===== src/rtl/hazard_ctrl.sv =====
`default_nettype none
// ============================================================================
// Module      : hazard_ctrl
// Description : Stall/flush/forwarding controller for a five-stage pipeline.
//               Holds or bubbles the F/D, D/E, E/M and M/W registers, selects
//               E-stage operand forwarding, sequences instruction/data memory
//               waits and kills a wrong-path fetch still outstanding when the
//               PC is redirected.
//               Optional performance counters: HAZARD_PERF_COUNTERS_EN.
// Revision    : 1.0 - initial release
// ============================================================================
module hazard_ctrl #(
  parameter int REG_ADDR_W = 5,
  parameter int FWD_W      = 2
) (
  input  logic                  iClk,
  input  logic                  iRst,
  input  logic [REG_ADDR_W-1:0] iRs1D,
  input  logic [REG_ADDR_W-1:0] iRs2D,
  input  logic [REG_ADDR_W-1:0] iRs1E,
  input  logic [REG_ADDR_W-1:0] iRs2E,
  input  logic [REG_ADDR_W-1:0] iRdE,
  input  logic [REG_ADDR_W-1:0] iRdM,
  input  logic [REG_ADDR_W-1:0] iRdW,
  input  logic                  iMemReadE,
  input  logic                  iRegWriteM,
  input  logic                  iRegWriteW,
  input  logic                  iRedirectE,
  input  logic                  iFetchBusyF,
  input  logic                  iMemBusyM,
  output logic                  oStallF,
  output logic                  oStallD,
  output logic                  oStallE,
  output logic                  oStallM,
  output logic                  oFlushD,
  output logic                  oFlushE,
  output logic                  oFlushW,
  output logic                  oKillF,
  output logic [FWD_W-1:0]      oForwardAE,
  output logic [FWD_W-1:0]      oForwardBE,
  output logic [31:0]           oStallCycles,
  output logic [31:0]           oFlushCount
);

  localparam logic [FWD_W-1:0]      FWD_RF   = FWD_W'(0);
  localparam logic [FWD_W-1:0]      FWD_WB   = FWD_W'(1);
  localparam logic [FWD_W-1:0]      FWD_MALU = FWD_W'(2);
  localparam logic [REG_ADDR_W-1:0] REG_ZERO = '0;

  typedef enum logic [0:0] {
    RUN  = 1'b0,
    KILL = 1'b1
  } state_t;

  state_t state;
  state_t next_state;
  logic   load_use;

  // State register; reset abandons any outstanding wait.
  always_ff @(posedge iClk) begin
    if (iRst) state <= RUN;
    else      state <= next_state;
  end

  // Operand forwarding: the younger M result has priority over W.
  always_comb begin
    oForwardAE = FWD_RF;
    oForwardBE = FWD_RF;
    if (!iRst) begin
      if (iRegWriteM && (iRdM != REG_ZERO) && (iRdM == iRs1E))      oForwardAE = FWD_MALU;
      else if (iRegWriteW && (iRdW != REG_ZERO) && (iRdW == iRs1E)) oForwardAE = FWD_WB;
      if (iRegWriteM && (iRdM != REG_ZERO) && (iRdM == iRs2E))      oForwardBE = FWD_MALU;
      else if (iRegWriteW && (iRdW != REG_ZERO) && (iRdW == iRs2E)) oForwardBE = FWD_WB;
    end
  end

  assign load_use = iMemReadE && (iRdE != REG_ZERO) && ((iRdE == iRs1D) || (iRdE == iRs2D));

  // Prioritised stall/flush decode and next-state logic.
  always_comb begin
    next_state = state;
    oStallF    = 1'b0;
    oStallD    = 1'b0;
    oStallE    = 1'b0;
    oStallM    = 1'b0;
    oFlushD    = 1'b0;
    oFlushE    = 1'b0;
    oFlushW    = 1'b0;
    oKillF     = 1'b0;
    if (iRst) begin
      next_state = RUN;
      oFlushD    = 1'b1;
      oFlushE    = 1'b1;
      oFlushW    = 1'b1;
    end else begin
      if (iMemBusyM) begin
        // E is held, so redirect/load-use stay visible once memory returns.
        oStallF = 1'b1;
        oStallD = 1'b1;
        oStallE = 1'b1;
        oStallM = 1'b1;
        oFlushW = 1'b1;
      end else if (iRedirectE) begin
        oFlushD = 1'b1;
        oFlushE = 1'b1;
      end else if (load_use) begin
        oStallF = 1'b1;
        oStallD = 1'b1;
        oFlushE = 1'b1;
      end else if (iFetchBusyF) begin
        oStallF = 1'b1;
        oFlushD = 1'b1;
      end

      if (state == KILL) begin
        // Whatever reaches D while the stale fetch is pending is wrong-path.
        oFlushD = 1'b1;
        oKillF  = !iFetchBusyF;
        if (!iFetchBusyF && !(iRedirectE && !iMemBusyM)) next_state = RUN;
      end else if (iRedirectE && !iMemBusyM && iFetchBusyF) begin
        next_state = KILL;
      end
    end
  end

`ifdef HAZARD_PERF_COUNTERS_EN
  logic [31:0] stall_cycles;
  logic [31:0] flush_count;

  // Free-running wrap-around performance counters.
  always_ff @(posedge iClk) begin
    if (iRst) begin
      stall_cycles <= '0;
      flush_count  <= '0;
    end else begin
      if (oStallF) stall_cycles <= stall_cycles + 32'd1;
      if (oFlushE) flush_count  <= flush_count + 32'd1;
    end
  end

  assign oStallCycles = stall_cycles;
  assign oFlushCount  = flush_count;
`else
  assign oStallCycles = '0;
  assign oFlushCount  = '0;
`endif

endmodule
`default_nettype wire


===== config.mk =====
export PLATFORM = sky130hd
export DESIGN_NAME = hazard_ctrl
export DESIGN_NICKNAME = d
export VERILOG_FILES = /design/src/rtl/hazard_ctrl.sv
export SDC_FILE = /design/constraint.sdc
export NUM_CORES = 1
export LEC_CHECK = 0
export ABC_AREA = 1
export CAP_MARGIN = 20
export CORE_MARGIN = 2
export CORE_UTILIZATION = 29
export DETAILED_ROUTE_END_ITERATION = 16
export GPL_TIMING_DRIVEN = 0
export PLACE_DENSITY = 0.82
export SETUP_SLACK_MARGIN = 0.15
export SYNTH_ARGS = -nofsm -noshare
export SYNTH_HDL_FRONTEND = slang
export SYNTH_SLANG_ARGS = --single-unit
export TNS_END_PERCENT = 100

===== constraint.sdc =====
create_clock -name iClk -period 1.7 [get_ports iClk]
set_input_delay 0.51 -clock iClk [delete_from_list [all_inputs] [get_ports iClk]]
set_output_delay 0.51 -clock iClk [all_outputs]
set_load 0.1 [all_outputs]

==> flow_summary.toml, run 1 <==
[status]
status = "finished, violations left"
violations = "negative setup slack"

[power_and_ir_drop]
combPwrFrac = 0.980
p_int_w = 0.000382
power.leakage_nw = 1.41
swShare = 0.705
p_sw_w = 0.000914
ir_worst_vdd_uv = 341
pwr-share-seq = 0.020
clockPowerShare = 0
power_w = 0.00130
cellPowerDensity_nw_per_um2 = 501

[global_route]
grt_max_degree = 6
grt_usage = 0.168
grt_pass1_vias = 1334
grt_pass1_wl_um = 5890
antenna_found_initial = 0
grt_overflow = 0

[synth]
synth_top_area_frac = 0.439
synth.area.top_cells = "buf_4 (44%), xnor2_1 (12%), nand2_1 (11%), inv_1 (5.7%), nor2_1 (4.7%)"
seq_area_frac_synth = 0.0180
muxShareOfSynthArea = 0
yosys.area.top_type = "buf_4"
synth_xor_area_frac = 0.165
synth_compound_area_frac = 0.0461
synthesis.area_um2 = 1110
ys_ff_latch = 1
synth_edf_count = 0
synth_top_family_by_area = "buffers and inverters"
synthCells = 184
ys_types = 22
synth-simple-area-share = 0.251
yosysWarnings = 0
async_reset_ff_frac = 0
syn_area_per_cell_um2 = 6.05
synthAdderAreaFrac = 0
synthTopCellsByCount = "buf_4 (65), nand2_1 (34), inv_1 (17), xnor2_1 (15), nor2_1 (14)"
ys.flop_type = "dfxtp_1"
post-synth-top-count-cell = "buf_4"

[worst_setup_path]
r2r_slack_ns = 0.77
rr_worst_depth = 4
crit_path_cell_trace = "clkdlybuf4s50_1, o21ai_2, nor3b_4, buf_12"
critPathRequiredTime_ns = 1.19
cp_max_fo = 2
crit_arrival_ns = 1.58
reg2reg_to = "state"
critPathCaptureType = "output port"
crit_slowest_cell = "clkdlybuf4s50_1"
critPathMaxStageDelay_ns = 0.49
crit_type = "in -> out"
cp-start-kind = "input port"
r2r-start = "state"

[routing]
drt_iter0_drc = 55
wl_per_cell_um = 11.1
drc = 0
routed-via-count = 1363
wl_um = 4010
dr.pass1.iters = 4
ant_nets = 0
routed_via_density = 3.75

[clock_network]
clock_latency_ns = 0
cts.reportedPaths.clkPinSlew_ns = 0

[layout]
nFillCells = 288
final_cell_area_um2 = 2590
largest_reg_flops = 1
top_register = "state"
top_regs = "state: 1 flops"
insertedDiodeCount = 0
layout.nets = 360
drive_above_1_share = 0.600
syn2layout_area_growth_pct = 133

[timing]
setup_violations = 11
fin_setup_tns_ns = -2.76
finalHoldViolations = 0
whs_ns = 0.570
fin_crit_ns = 2.09
period_share = 1.23
drv_slew = 0
fin_skew_ns = 0
fmax_mhz = 480
rsz0062_at_grt = "true"
finalWorstSetupSlack_ns = -0.385

[floorplanning]
core_um2 = 3660
fp.dieW_um = 65.9
io_pins = 119
start_util = 0.304
num_rows = 22
die_area_um2 = 4350
die_h_um = 65.9

[worst_hold_path]
hold_class = "reg -> reg"
hold_start = "state"
worstHoldPathCells = 2
holdPathEnd = "state"

[placement]
dp_hpwl_um = 2860
port_buffers = 54
post_dp_cell_area_um2 = 2130
routabilityCongestion = 0.716

[job]
max_cap_viol_count = 0
==> cell usage in the layout, fill, tap and decap left out, types with 2 or more instances in the layout <==
cell type	instances
nand3_1	2
nand2_8	2
buf_4	75
nand2_2	8
nand3_2	2
xor2_2	2
o21ai_4	2
nand4_1	3
nor2_1	5
o21ai_1	2
buf_8	7
dlygate4sd2_1	2
clkdlybuf4s15_1	2
inv_2	6
buf_12	16
inv_4	3
nor2_4	7
xnor2_2	10
buf_6	19
buf_2	10
conb_1	64
xor2_1	4
nand2_4	3
xnor2_1	5
nand2_1	22
nor2_2	2
clkinvlp_4	2
nor3_2	3
nor3_4	2
inv_1	10
==> kinds of logic (layout without fill, tap and decap cells) <==
logic type | after synthesis | after routing
buffers and inverters | 88 | 156
DFF | 1 | 1
and+or+nand+nor | 64 | 64
other | 1 | 64
xor gates and xnor gates | 21 | 21
AOI/OAI and AO/OA | 9 | 9
==> power by group through the flow <==
stage	logic, W	registers (W)	clock network (W)
after floorplan	0.000951	0.0000257	0
after global placement	0.00112	0.0000259	0
after detailed placement	0.00112	0.0000260	0
after CTS	0.00119	0.0000260	0
after global routing	0.00131	0.0000262	0
final	0.00127	0.0000260	0
==> critical path: cells and delay by family <==
family                 cells  cell delay, ns
and+or+nand+nor            1            0.26
buffers and inverters      2            0.70
AOI/OAI and AO/OA          1            0.10
==> timing repair <==
action / CTS / global route
gates resized for setup: 320 / 57
pin swaps: 52 / 35
setup endpoints to repair: 13 / 12
hold buffers: 0 / 0
setup buffers: 8 / 6
==> stage by stage <==
step | instances | util | setup slack, ns
3_5_place_dp | 349 | 0.581 | -1.92
2_1_floorplan | 247 | - | -0.631
6_report | 363 | 0.707 | -0.385
4_1_cts | 357 | 0.646 | -0.384
3_3_place_gp | 349 | 0.581 | -1.92
5_1_grt | 363 | 0.707 | -0.473
==> how the worst max path moves through the flow <==
stage	startpoint	endpoint	slack, ns	depth (start not counted)
2_1_floorplan	iRdM[2]	oForwardAE[0]	-0.63	6
3_3_place_gp	iRst	oForwardAE[0]	-1.92	7
3_5_place_dp	iRst	oForwardAE[0]	-1.92	7
4_1_cts	iRs2D[0]	oStallF	-0.38	12
5_1_grt	iRdM[0]	oForwardAE[1]	-0.47	8
6_report	iRegWriteW	oForwardAE[0]	-0.39	4
==> per-layer routing <==
layer	track usage	wire length, µm	up-vias
met4	0.0281	73	0
met3	0.0136	246	6
met1	0.157	1210	601
met2	0.381	2490	65
met5	0	0	-
li1	-	-	691
==> cell type report <==
type	instances	area [µm²]	area share
multi-input combinational	158	1080	0.419
timing repair buffer	68	805	0.311
sequential	1	20.0	0.00773
inverter	23	119	0.0459
buffer	65	500	0.193
tap	48	60.1	0.0232
Note: power is estimated with default switching activity, not from simulation.
==> run 2, diff against run 1 <==
Settings changed: CAP_MARGIN 20 to default, CORE_ASPECT_RATIO from default to 0.7.
==> run 2 against run 1 <==
Net effect:
- first-iteration DRC count is 13% lower
- core utilization is 0.61 points lower
- critical path type unchanged
- the run still ends with negative setup slack left
- die area is 0.18% higher
- design area is 2.4% lower
- setup slack worse by 0.012 ns
- highest routed layer unchanged
==> flow_summary.toml, run 2 (synthesis results as in run 1) <==
[power_and_ir_drop]
clockPowerShare = 0
ir_worst_vdd_uv = 334
combPwrFrac = 0.980
p_int_w = 0.000367
p_sw_w = 0.000925
power.leakage_nw = 1.37
cellPowerDensity_nw_per_um2 = 512
pwr-share-seq = 0.020
swShare = 0.716

[worst_setup_path]
critPathRequiredTime_ns = 1.19
critPathCaptureType = "output port"
critical_path.startpoint = "iRdE[0]"
crit_slowest_cell = "buf_12"
crit_arrival_ns = 1.59
cp_max_fo = 4
cp-start-kind = "input port"
crit_path_cell_trace = "buf_12, nand2_8, clkinv_4, nor2_2, nor2_2, nand3_1, nand2_2, nand2_4, nand3_2, nand2_2, clkinvlp_4, buf_12"
critPathMaxStageDelay_ns = 0.17
r2r-start = "state"
reg2reg_to = "state"
crit_type = "in -> out"
rr_worst_depth = 4
r2r_slack_ns = 0.82

[timing]
period_share = 1.23
fin_skew_ns = 0
rsz0062_at_grt = "true"
setup_violations = 9
whs_ns = 0.591
fmax_mhz = 477
drv_slew = 0
fin_crit_ns = 2.10
finalWorstSetupSlack_ns = -0.398
finalHoldViolations = 0

[global_route]
grt_pass1_vias = 1184
grt_pass1_wl_um = 5670
globalRouteMet3Util = 0.0179
grt-busiest-layer = "met2"
grtUsageMet2 = 0.313
antenna_found_initial = 0
grt_use_met1 = 0.192
grt_max_degree = 6
grt_usage = 0.160
grt_overflow = 0

[routing]
drc = 0
routed-via-count = 1365
routed_via_density = 3.79
wl_um = 4500
dr.pass1.iters = 3
wl_per_cell_um = 12.5
ant_nets = 0
drt_iter0_drc = 48

[layout]
nFillCells = 242
insertedDiodeCount = 0
top_register = "state"
layout_commonest_cell = "buf_4"
syn2layout_area_growth_pct = 127
mostFrequentLayoutCells = "buf_4 (75), conb_1 (64), nand2_1 (19), buf_6 (17), buf_12 (14)"
drive_above_1_share = 0.610
layout.nets = 355
utilization = 0.701
top_regs = "state: 1 flops"
largest_reg_flops = 1

[floorplanning]
start_util = 0.309
fp.dieW_um = 78.0
core_um2 = 3600
die_h_um = 55.8
num_rows = 18
io_pins = 119
die_area_um2 = 4350

[status]
violations = "negative setup slack"
status = "finished, violations left"

[job]
max_cap_viol_count = 0

[worst_hold_path]
hold_class = "reg -> reg"
holdPathEnd = "state"
hold_start = "state"
worstHoldPathCells = 2

[clock_network]
cts.reportedPaths.clkPinSlew_ns = 0
clock_latency_ns = 0
holdBufCountCts = 0

[placement]
dpl_worst_slack_ns = -1.95
routabilityCongestion = 0.836
dp_hpwl_um = 2880
port_buffers = 54
==> run 2: cell count changes in the layout (fill, tap and decap cells not counted), sizes merged <==
cell           before  now
dlygate4sd2         2    3
clkinv              2    1
clkdlybuf4s15       2    1
buf               127  120
inv                19   20
clkbuf              1    3
==> run 2: worst max path at each step <==
stage	end	slack [ns]
6_report	oStallF	-0.40
5_1_grt	oStallF	-0.46
4_1_cts	oForwardBE[1]	-0.37
3_5_place_dp	oForwardAE[0]	-1.95
3_3_place_gp	oForwardAE[0]	-1.95
2_1_floorplan	oForwardAE[0]	-0.63
==> run 2: per-stage QoR <==
| stage | area, µm² | total power, W | cells | TNS (ns) |
|---|---|---|---|---|
| 2_1_floorplan | 1530 | 0.000976 | 247 | -3.84 |
| 3_3_place_gp | 2130 | 0.00114 | 351 | -20.13 |
| 3_5_place_dp | 2130 | 0.00115 | 351 | -20.33 |
| 4_1_cts | 2330 | 0.00121 | 358 | -2.79 |
| 5_1_grt | 2530 | 0.00133 | 360 | -3.29 |
| 6_report | 2530 | 0.00129 | 360 | -2.70 |
==> run 2: timing repair <==
action                                  CTS  global route
endpoints found under the setup margin   13            12
setup buffers                             7             2
gates resized for setup                 298            65
pin swaps                                51            40
==> run 2: area by class of cell <==
class	count	area, µm²	share of cell area
Multi-Input combinational cell	158	1110	0.440
Inverter	23	106	0.0421
Tap cell	50	62.6	0.0248
Timing Repair Buffer	63	726	0.287
Sequential cell	1	20.0	0.00792
Buffer	65	500	0.198
==> run 2: per-layer routing <==
metal	share of wire	wire length, µm	vias up
met5	0	0	-
met2	0.55	2470	62
li1	-	-	681
met3	0.054	244	17
met1	0.36	1610	605
met4	0.038	173	0
==> run 2: power groups by stage <==
stage               clock network (W)  registers (W)  logic (W)
CTS                                 0      0.0000259    0.00118
floorplan                           0      0.0000257   0.000951
finish                              0      0.0000260    0.00127
global route                        0      0.0000263    0.00131
detailed placement                  0      0.0000259    0.00112
global placement                    0      0.0000259    0.00112
==> run 2: worst max-delay path, delay by kind of cell <==
family | cells | cell delay [ns]
simple gates | 8 | 0.63
buf+inv | 4 | 0.43
==> run 3, diff against run 2 <==
Settings changed: HOLD_SLACK_MARGIN from default to 0.15.
==> results of run 3 <==
No change in the layout: final DEF, timing and power equal those of run 2.
